===== src/rtl/regfile_pkg.sv =====
// Shared defaults and helpers for the scoreboarded register file.
package regfile_pkg;

    localparam int unsigned DATA_WIDTH_DEF = 32;
    localparam int unsigned ADDR_WIDTH_DEF = 5;
    localparam int unsigned NUM_READ_DEF   = 2;
    localparam int unsigned NUM_READ_MAX   = 4;

    // LSB position of a port's field inside a packed multi-port vector.
    function automatic int unsigned port_lsb(input int unsigned port, input int unsigned width);
        return port * width;
    endfunction

endpackage


===== src/rtl/regfile_scoreboard.sv =====
// Per-register pending-write tracking: issue reserves, writeback releases, flush clears all.
module regfile_scoreboard
    import regfile_pkg::*;
#(
    parameter int unsigned ADDR_WIDTH = ADDR_WIDTH_DEF,
    parameter int unsigned ZERO_REG   = 1
) (
    input  logic                         clk,
    input  logic                         rst_n,
    input  logic                         wr_en_i,
    input  logic [ADDR_WIDTH-1:0]        wr_addr_i,
    input  logic                         iss_en_i,
    input  logic [ADDR_WIDTH-1:0]        iss_addr_i,
    input  logic                         flush_i,
    output logic [(1<<ADDR_WIDTH)-1:0]   busy_o,
    output logic                         err_o
);

    localparam int unsigned DEPTH = 32'd1 << ADDR_WIDTH;

    logic [DEPTH-1:0] busy_q, busy_d;
    logic             err_q, err_d;
    logic             iss_zero;
    logic             iss_legal;

    assign iss_zero  = (ZERO_REG != 0) && (iss_addr_i == '0);
    // A same-cycle writeback to the reserved register frees it for the new producer.
    assign iss_legal = iss_zero || !busy_q[iss_addr_i] || (wr_en_i && (wr_addr_i == iss_addr_i));

    always_comb begin
        busy_d = busy_q;
        err_d  = err_q;
        if (flush_i) begin
            busy_d = '0;
        end else begin
            if (wr_en_i) begin
                busy_d[wr_addr_i] = 1'b0;
            end
            if (iss_en_i) begin
                if (!iss_legal) begin
                    err_d = 1'b1;
                end else if (!iss_zero) begin
                    busy_d[iss_addr_i] = 1'b1;
                end
            end
        end
    end

    always_ff @(posedge clk or negedge rst_n) begin
        if (!rst_n) begin
            busy_q <= '0;
            err_q  <= 1'b0;
        end else begin
            busy_q <= busy_d;
            err_q  <= err_d;
        end
    end

    assign busy_o = busy_q;
    assign err_o  = err_q;

endmodule


===== src/rtl/regfile_sb.sv =====
// Integer register file with combinational read ports, write-first bypass and hazard scoreboard.
module regfile_sb
    import regfile_pkg::*;
#(
    parameter int unsigned DATA_WIDTH = DATA_WIDTH_DEF,
    parameter int unsigned ADDR_WIDTH = ADDR_WIDTH_DEF,
    parameter int unsigned NUM_READ   = NUM_READ_DEF,
    parameter int unsigned ZERO_REG   = 1
) (
    input  logic                           clk,
    input  logic                           rst_n,
    input  logic [NUM_READ*ADDR_WIDTH-1:0] rd_addr,
    input  logic [NUM_READ-1:0]            rd_use,
    output logic [NUM_READ*DATA_WIDTH-1:0] rd_data,
    output logic [NUM_READ-1:0]            rd_busy,
    output logic                           stall,
    input  logic                           wr_en,
    input  logic [ADDR_WIDTH-1:0]          wr_addr,
    input  logic [DATA_WIDTH-1:0]          wr_data,
    input  logic                           iss_en,
    input  logic [ADDR_WIDTH-1:0]          iss_addr,
    output logic                           iss_ready,
    input  logic                           flush,
    output logic                           err
);

    localparam int unsigned DEPTH = 32'd1 << ADDR_WIDTH;

    if ((NUM_READ < 1) || (NUM_READ > NUM_READ_MAX)) begin : g_bad_num_read
        $error("regfile_sb: NUM_READ out of range");
    end

    logic [DATA_WIDTH-1:0] mem_q [DEPTH];
    logic [DEPTH-1:0]      busy;
    logic                  wr_ok;
    logic                  iss_zero;
    logic                  iss_hit;

    assign wr_ok = wr_en && !((ZERO_REG != 0) && (wr_addr == '0));

    always_ff @(posedge clk or negedge rst_n) begin
        if (!rst_n) begin
            for (int unsigned k = 0; k < DEPTH; k++) begin
                mem_q[k] <= '0;
            end
        end else if (wr_ok) begin
            mem_q[wr_addr] <= wr_data;
        end
    end

    regfile_scoreboard #(
        .ADDR_WIDTH (ADDR_WIDTH),
        .ZERO_REG   (ZERO_REG)
    ) u_scoreboard (
        .clk        (clk),
        .rst_n      (rst_n),
        .wr_en_i    (wr_en),
        .wr_addr_i  (wr_addr),
        .iss_en_i   (iss_en),
        .iss_addr_i (iss_addr),
        .flush_i    (flush),
        .busy_o     (busy),
        .err_o      (err)
    );

    // Each read port: zero register, then same-cycle writeback bypass, then array.
    for (genvar i = 0; i < NUM_READ; i++) begin : g_rd
        localparam int unsigned AL = port_lsb(i, ADDR_WIDTH);
        localparam int unsigned DL = port_lsb(i, DATA_WIDTH);

        logic [ADDR_WIDTH-1:0] addr;
        logic                  zero;
        logic                  hit;

        assign addr = rd_addr[AL +: ADDR_WIDTH];
        assign zero = (ZERO_REG != 0) && (addr == '0);
        assign hit  = wr_en && (wr_addr == addr);

        assign rd_data[DL +: DATA_WIDTH] = zero ? '0 : (hit ? wr_data : mem_q[addr]);
        assign rd_busy[i]                = busy[addr] && !hit && !zero;
    end

    assign stall = |(rd_use & rd_busy);

    assign iss_zero  = (ZERO_REG != 0) && (iss_addr == '0);
    assign iss_hit   = wr_en && (wr_addr == iss_addr);
    assign iss_ready = iss_zero || !busy[iss_addr] || iss_hit;

endmodule


===== config.mk =====
export PLATFORM = sky130hd
export DESIGN_NAME = regfile_sb
export DESIGN_NICKNAME = d
export VERILOG_FILES = /design/src/rtl/regfile_pkg.sv /design/src/rtl/regfile_scoreboard.sv /design/src/rtl/regfile_sb.sv
export SDC_FILE = /design/constraint.sdc
export NUM_CORES = 2
export LEC_CHECK = 0
export CORE_MARGIN = 2
export CORE_UTILIZATION = 55
export CTS_BUF_LIST = sky130_fd_sc_hd__clkbuf_4 sky130_fd_sc_hd__clkbuf_8
export CTS_CLUSTER_DIAMETER = 60
export DETAILED_ROUTE_END_ITERATION = 10
export PLACE_DENSITY = 0.74
export SLEW_MARGIN = 20
export SYNTH_ARGS = -nofsm -noshare
export SYNTH_HDL_FRONTEND = slang
export SYNTH_SLANG_ARGS = --single-unit

===== constraint.sdc =====
create_clock -name clk -period 5.5 [get_ports clk]
set_input_delay 1.375 -clock clk [delete_from_list [all_inputs] [get_ports clk]]
set_output_delay 1.375 -clock clk [all_outputs]
set_load 0.01 [all_outputs]

# After elaboration in Yosys (flattened, before gate mapping)

Index checks and enable logic that the tools add are counted.

Bits in registers: 1,057
Input port bits: 59
Output and inout bits: 69
Logic and storage cells: 110

Order comparisons: 10
Equality and inequality tests: 3
Multiplexer cells: 29
Bitwise operators: 9
Reduce and logical (&&, ||, !) cells: 25

Operators with widths:

| operator             | count |
|---|---|
| $bwmux W1024         | 1 |
| $mux W32             | 15 |
| $bmux W32 S5         | 2 |
| $demux W32 S5        | 1 |
| $and A32 B32 Y32     | 1 |
| $not A32 Y32         | 1 |
| $or A32 B32 Y32      | 1 |
| $lt A5 B6 Y1 const B | 4 |
| $logic_not A5 Y1     | 4 |
| $ge A6 B6 Y1 const B | 3 |
| $not A5 Y6           | 3 |
| $bmux W1 S5          | 3 |
| $eq A5 B5 Y1         | 3 |
| $logic_and A1 B1 Y1  | 11 |
| $demux W1 S5         | 2 |
| $ge A5 B1 Y1 const B | 2 |
| $logic_not A1 Y1     | 6 |
| $lt A6 B1 Y1 const B | 1 |
| $mux W1              | 5 |
| $reduce_and A3 Y1    | 1 |
| $and A2 B2 Y2        | 1 |
| $logic_or A1 B1 Y1   | 2 |
| $not A1 Y1           | 2 |
| $reduce_or A2 Y1     | 1 |

# Depth between registers and ports, before layout

Depth in word-level cells: 13
Mapped depth: 10
Gate-level depth less buffers: 5

# By module

Synthesis repeated with hierarchy kept, for this count alone.

Cells, all modules: 4,118
Area total of the unflattened synthesis: 58,247.1 sq um

Modules (own cells, without submodules):

| module             | times used | cells an instance | area each (sq um) | sequential area each (sq um) |
|---|---|---|---|---|
| regfile_sb         | 1          | 3,820             | 55,864.8          | 25,624.6 |
| regfile_scoreboard | 1          | 298               | 2,382.3           | 825.8 |

# Worst setup path after synthesis

No wires, ideal clock.

Path kind: in2out
From: input port rd_addr[0]
To: output port rd_data[18]
Arrival: 3.097 ns
Setup slack: 1.028 ns
Cell stages on the path: 6
Path buffers: 3
Path through: buf_6 > buf_6 > buf_2 > mux4_2 > a221o_1 > a32o_1

Word-level cells in the longest chain between the ends: 6
Elaborated cells between the ends (all ways): 9
Those cells by class: eq/ne: 1; mux: 5; bitwise: 1; reduce/logical: 2

Ends and longest elaborated chain:

| element                                     | line             | text |
|---|---|---|
| start, declared                             | regfile_sb.sv:12 | `input logic [NUM_READ*ADDR_WIDTH-1:0] rd_addr,` |
| $not A5 Y6 (implied by the code)            | regfile_sb.sv:79 | `assign rd_data[DL +: DATA_WIDTH] = zero ? '0 : (hit ? wr_data : mem_q[addr]);` |
| $bmux W32 S5                                | regfile_sb.sv:79 |  |
| $mux W32 (implied by the code) (2 in a row) | regfile_sb.sv:79 |  |
| $mux W32                                    | regfile_sb.sv:79 |  |
| $mux W32 *                                  | regfile_sb.sv:79 |  |
| end, declared                               | regfile_sb.sv:14 | `output logic [NUM_READ*DATA_WIDTH-1:0] rd_data,` |

Every way passes the cells marked *; elsewhere a longest branch is shown, timed or not. The select of a mux whose other input is x is not followed.

# Final worst setup path

From: input port rd_addr[5]
To: output port rd_data[51]

Same word-level chain as after synthesis.

==> results.py <==
metrics = {
    "clock_network": {
        "clock-sinks": 1057,
        "cts_tree": "built",
        "clk_latency_ps": 880,
        "path_clk_slew_ps": 60,
        "cts-root-buf": "clkbuf_8",
        "htreeDepth": 4,
        "max-clock-path-buffers": 3,
        "cts-buffers-inserted": 175,
        "hold_buffers": 0,
    },
    "critical_path": {
        "worstSetupPathType": "in -> out",
        "rr_startpoint": "u_scoreboard.busy_o[6]",
        "cpPeakStageDelay_ps": 500,
        "critPathTopFamily": "buffers and inverters",
        "crit_arrival_ps": 4100,
        "crit_slowest_cell": "mux4_2",
        "cp_max_fo": 22,
        "required_ps": 4120,
        "reg2reg_slack_ps": 3450,
        "r2r-end": "u_scoreboard.busy_o[2]",
        "crit_path_cell_trace": "buf_8 > buf_12 > buf_4 > mux4_2 > a22oi_1 > nand2_1 > a22oi_1 > o22ai_1 > buf_4 > clkdlybuf4s50_1",
        "r2r_cells": 5,
        "endpoint_kind": "output port",
        "critPathBufInv": 5,
        "start_kind": "input pin",
    },
    "cells_and_area": {
        "final-instance-count-excl-fill": 5777,
        "drive_gt1_share_pct": 51.4,
        "layout_commonest_cell": "dfrtp_1",
        "fill_cells": 7467,
        "area_growth_pct": 15.2,
        "fin_nets": 4307,
        "final_cell_mix": "1057 x dfrtp_1, 1055 x mux2_2, 421 x mux4_2",
    },
    "routing": {
        "dr.first_iter.drc_count": 5003,
        "drc_errors": 0,
        "first_pass_iters": 7,
        "via_count": 41000,
        "final_antenna_net_count": 0,
        "wl_um": 196000,
        "post_drt_wl_per_cell_um": 34.0,
        "vias_per_cell": 7.11,
    },
    "synth": {
        "syn_inst": 4043,
        "async_flop_share_pct": 100,
        "seq_area_frac_synth_pct": 45.9,
        "syn_avg_cell_area_sq_um": 14.3,
        "yosysUniqueCellTypes": 64,
        "ys_warn_count": 0,
        "ys.flop_type": "dfrtp_1",
        "syn_nets": 4102,
        "synth_edf_count": 0,
        "synthesis.area_sq_um": 57600,
        "ys_seq_elements": 1057,
    },
    "grt": {
        "overflow": 0,
        "grt_pass1_vias": 41700,
        "grt_start_max_net_pins": 140,
        "grt_pass1_wl_um": 287000,
        "antenna_found_initial": 7,
        "gr-usage-all-layers_pct": 36.9,
    },
    "sta": {
        "slew_viol_final": 0,
        "min_period_ps": 5480,
        "clock_skew_ps": 18.0,
        "hold_viol_final": 0,
        "rsz0062_at_grt": "false",
        "tightest_slew_ps": 1030,
        "slew_headroom_pct": 31.2,
        "setup_viol": 0,
        "fmax_mhz": 182,
        "layout_worst_path_cycle_share_pct": 99.6,
    },
    "die": {
        "start_util_pct": 55.5,
        "dieArea_sq_um": 107000,
        "fp.dieW_um": 328,
        "fp-row-count": 118,
        "io_pins": 128,
        "die_h_um": 328,
        "core_sq_um": 104000,
    },
    "placement": {
        "port-buffer-count": 127,
        "gp_congestion": 0.913,
        "dp.cells": 5450,
        "hpwl_um": 125000,
    },
    "power": {
        "p_leak_nw": 28.8,
        "ir_drop_uv": 192,
        "p_total_mw": 23.1,
        "p_per_area_nw_per_um2": 348,
    },
    "hold_path": {
        "min_path_cells": 0,
        "min_from": "mem_q[1005]",
        "hold_end": "mem_q[1005]",
        "hold_class": "reg -> reg",
    },
    "run": {
        "maxCapViolCount": 0,
    },
    "run_status": {
        "status": "finished, final reports clean",
    },
}
[worst max-delay path by stage]
stage                from          end  slack [ps]  depth (start not counted)
2_1_floorplan  rd_addr[0]  rd_data[18]        1030                          6
3_5_place_dp   wr_addr[1]  rd_data[63]        -420                          9
5_1_grt        rd_addr[5]  rd_data[51]           4                         10
4_1_cts        wr_addr[1]  rd_data[63]         -20                          9
6_report       rd_addr[5]  rd_data[51]          20                         10
3_3_place_gp   wr_addr[1]  rd_data[63]        -420                          9
[per-layer routing]
layer  vias to the layer above  routed length, um  global-route usage, %  share of wire, %
met1                     21500              73600                   49.1                38
met5                         -                218                   1.24              0.11
li1                      16100                  -                      -                 -
met4                         6              12100                   19.7               6.2
met3                       692              25100                   13.1                13
met2                      2727              85100                   53.1                43
[sequential cells by signal, indices dropped and copies added, names as in the netlist]
| signal | flops |
|---|---|
| u_scoreboard.busy_o | 32 |
| mem_q | 1024 |
| u_scoreboard.err_o | 1 |
[stage by stage]
stage	setup TNS, ps	area [sq um]	setup WS (ps)	util, %	hold slack (ps)
3_3_place_gp	-594	62300	-416	60.0	377
2_1_floorplan	0	57600	1030	-	441
3_5_place_dp	-544	62300	-420	60.0	382
4_1_cts	-19.2	66300	-19.2	63.9	396
6_report	0	66400	20.4	64.0	391
5_1_grt	0	66400	4.13	64.0	405
[cells by family after synthesis]
logic type | synth area share [%]
compound gates | 5.94
xor+xnor | 0.228
buf+inv | 3.83
flops | 45.9
mux | 40.9
simple gates | 3.20
[timing repair]
item,CTS,global route
endpoints found under the setup margin,4,42
setup buffers,0,1
gates cloned,0,0
resized for setup,7,13
pin swaps,0,3
[area by class of cell]
type                    instances  area, sq um  area share [%]
inverters                      18         71.3           0.107
clock buffers                 294         3680            5.55
repair buffers                490         4870            7.33
well taps                    1380         1730            2.60
clock inverters                28          283           0.426
diodes                          4         10.0          0.0151
flip-flops and latches       1057        26500            39.8
multi-input cells            2506        29300            44.1
[Yosys cell counts (41+ instances only)]
master	number	share of area [%]
a22oi_1	101	1.3
buf_2	123	1.1
clkbuf_1	243	1.6
mux2i_1	195	3.4
buf_1	54	0.35
o221ai_1	41	0.62
o22ai_1	54	0.59
nand2_1	144	0.94
mux2_2	1055	21
a21oi_1	49	0.43
dfrtp_1	1057	46
mux4_2	421	16
[where the power goes]
group	internal, mW	total [mW]	leakage, nW	switching, mW
clock	4.41	7.77	2.10	3.36
combinational	2.95	5.06	13.1	2.11
sequential	9.22	10.3	13.6	1.06
No activity file was read; power rests on OpenSTA's default activity.
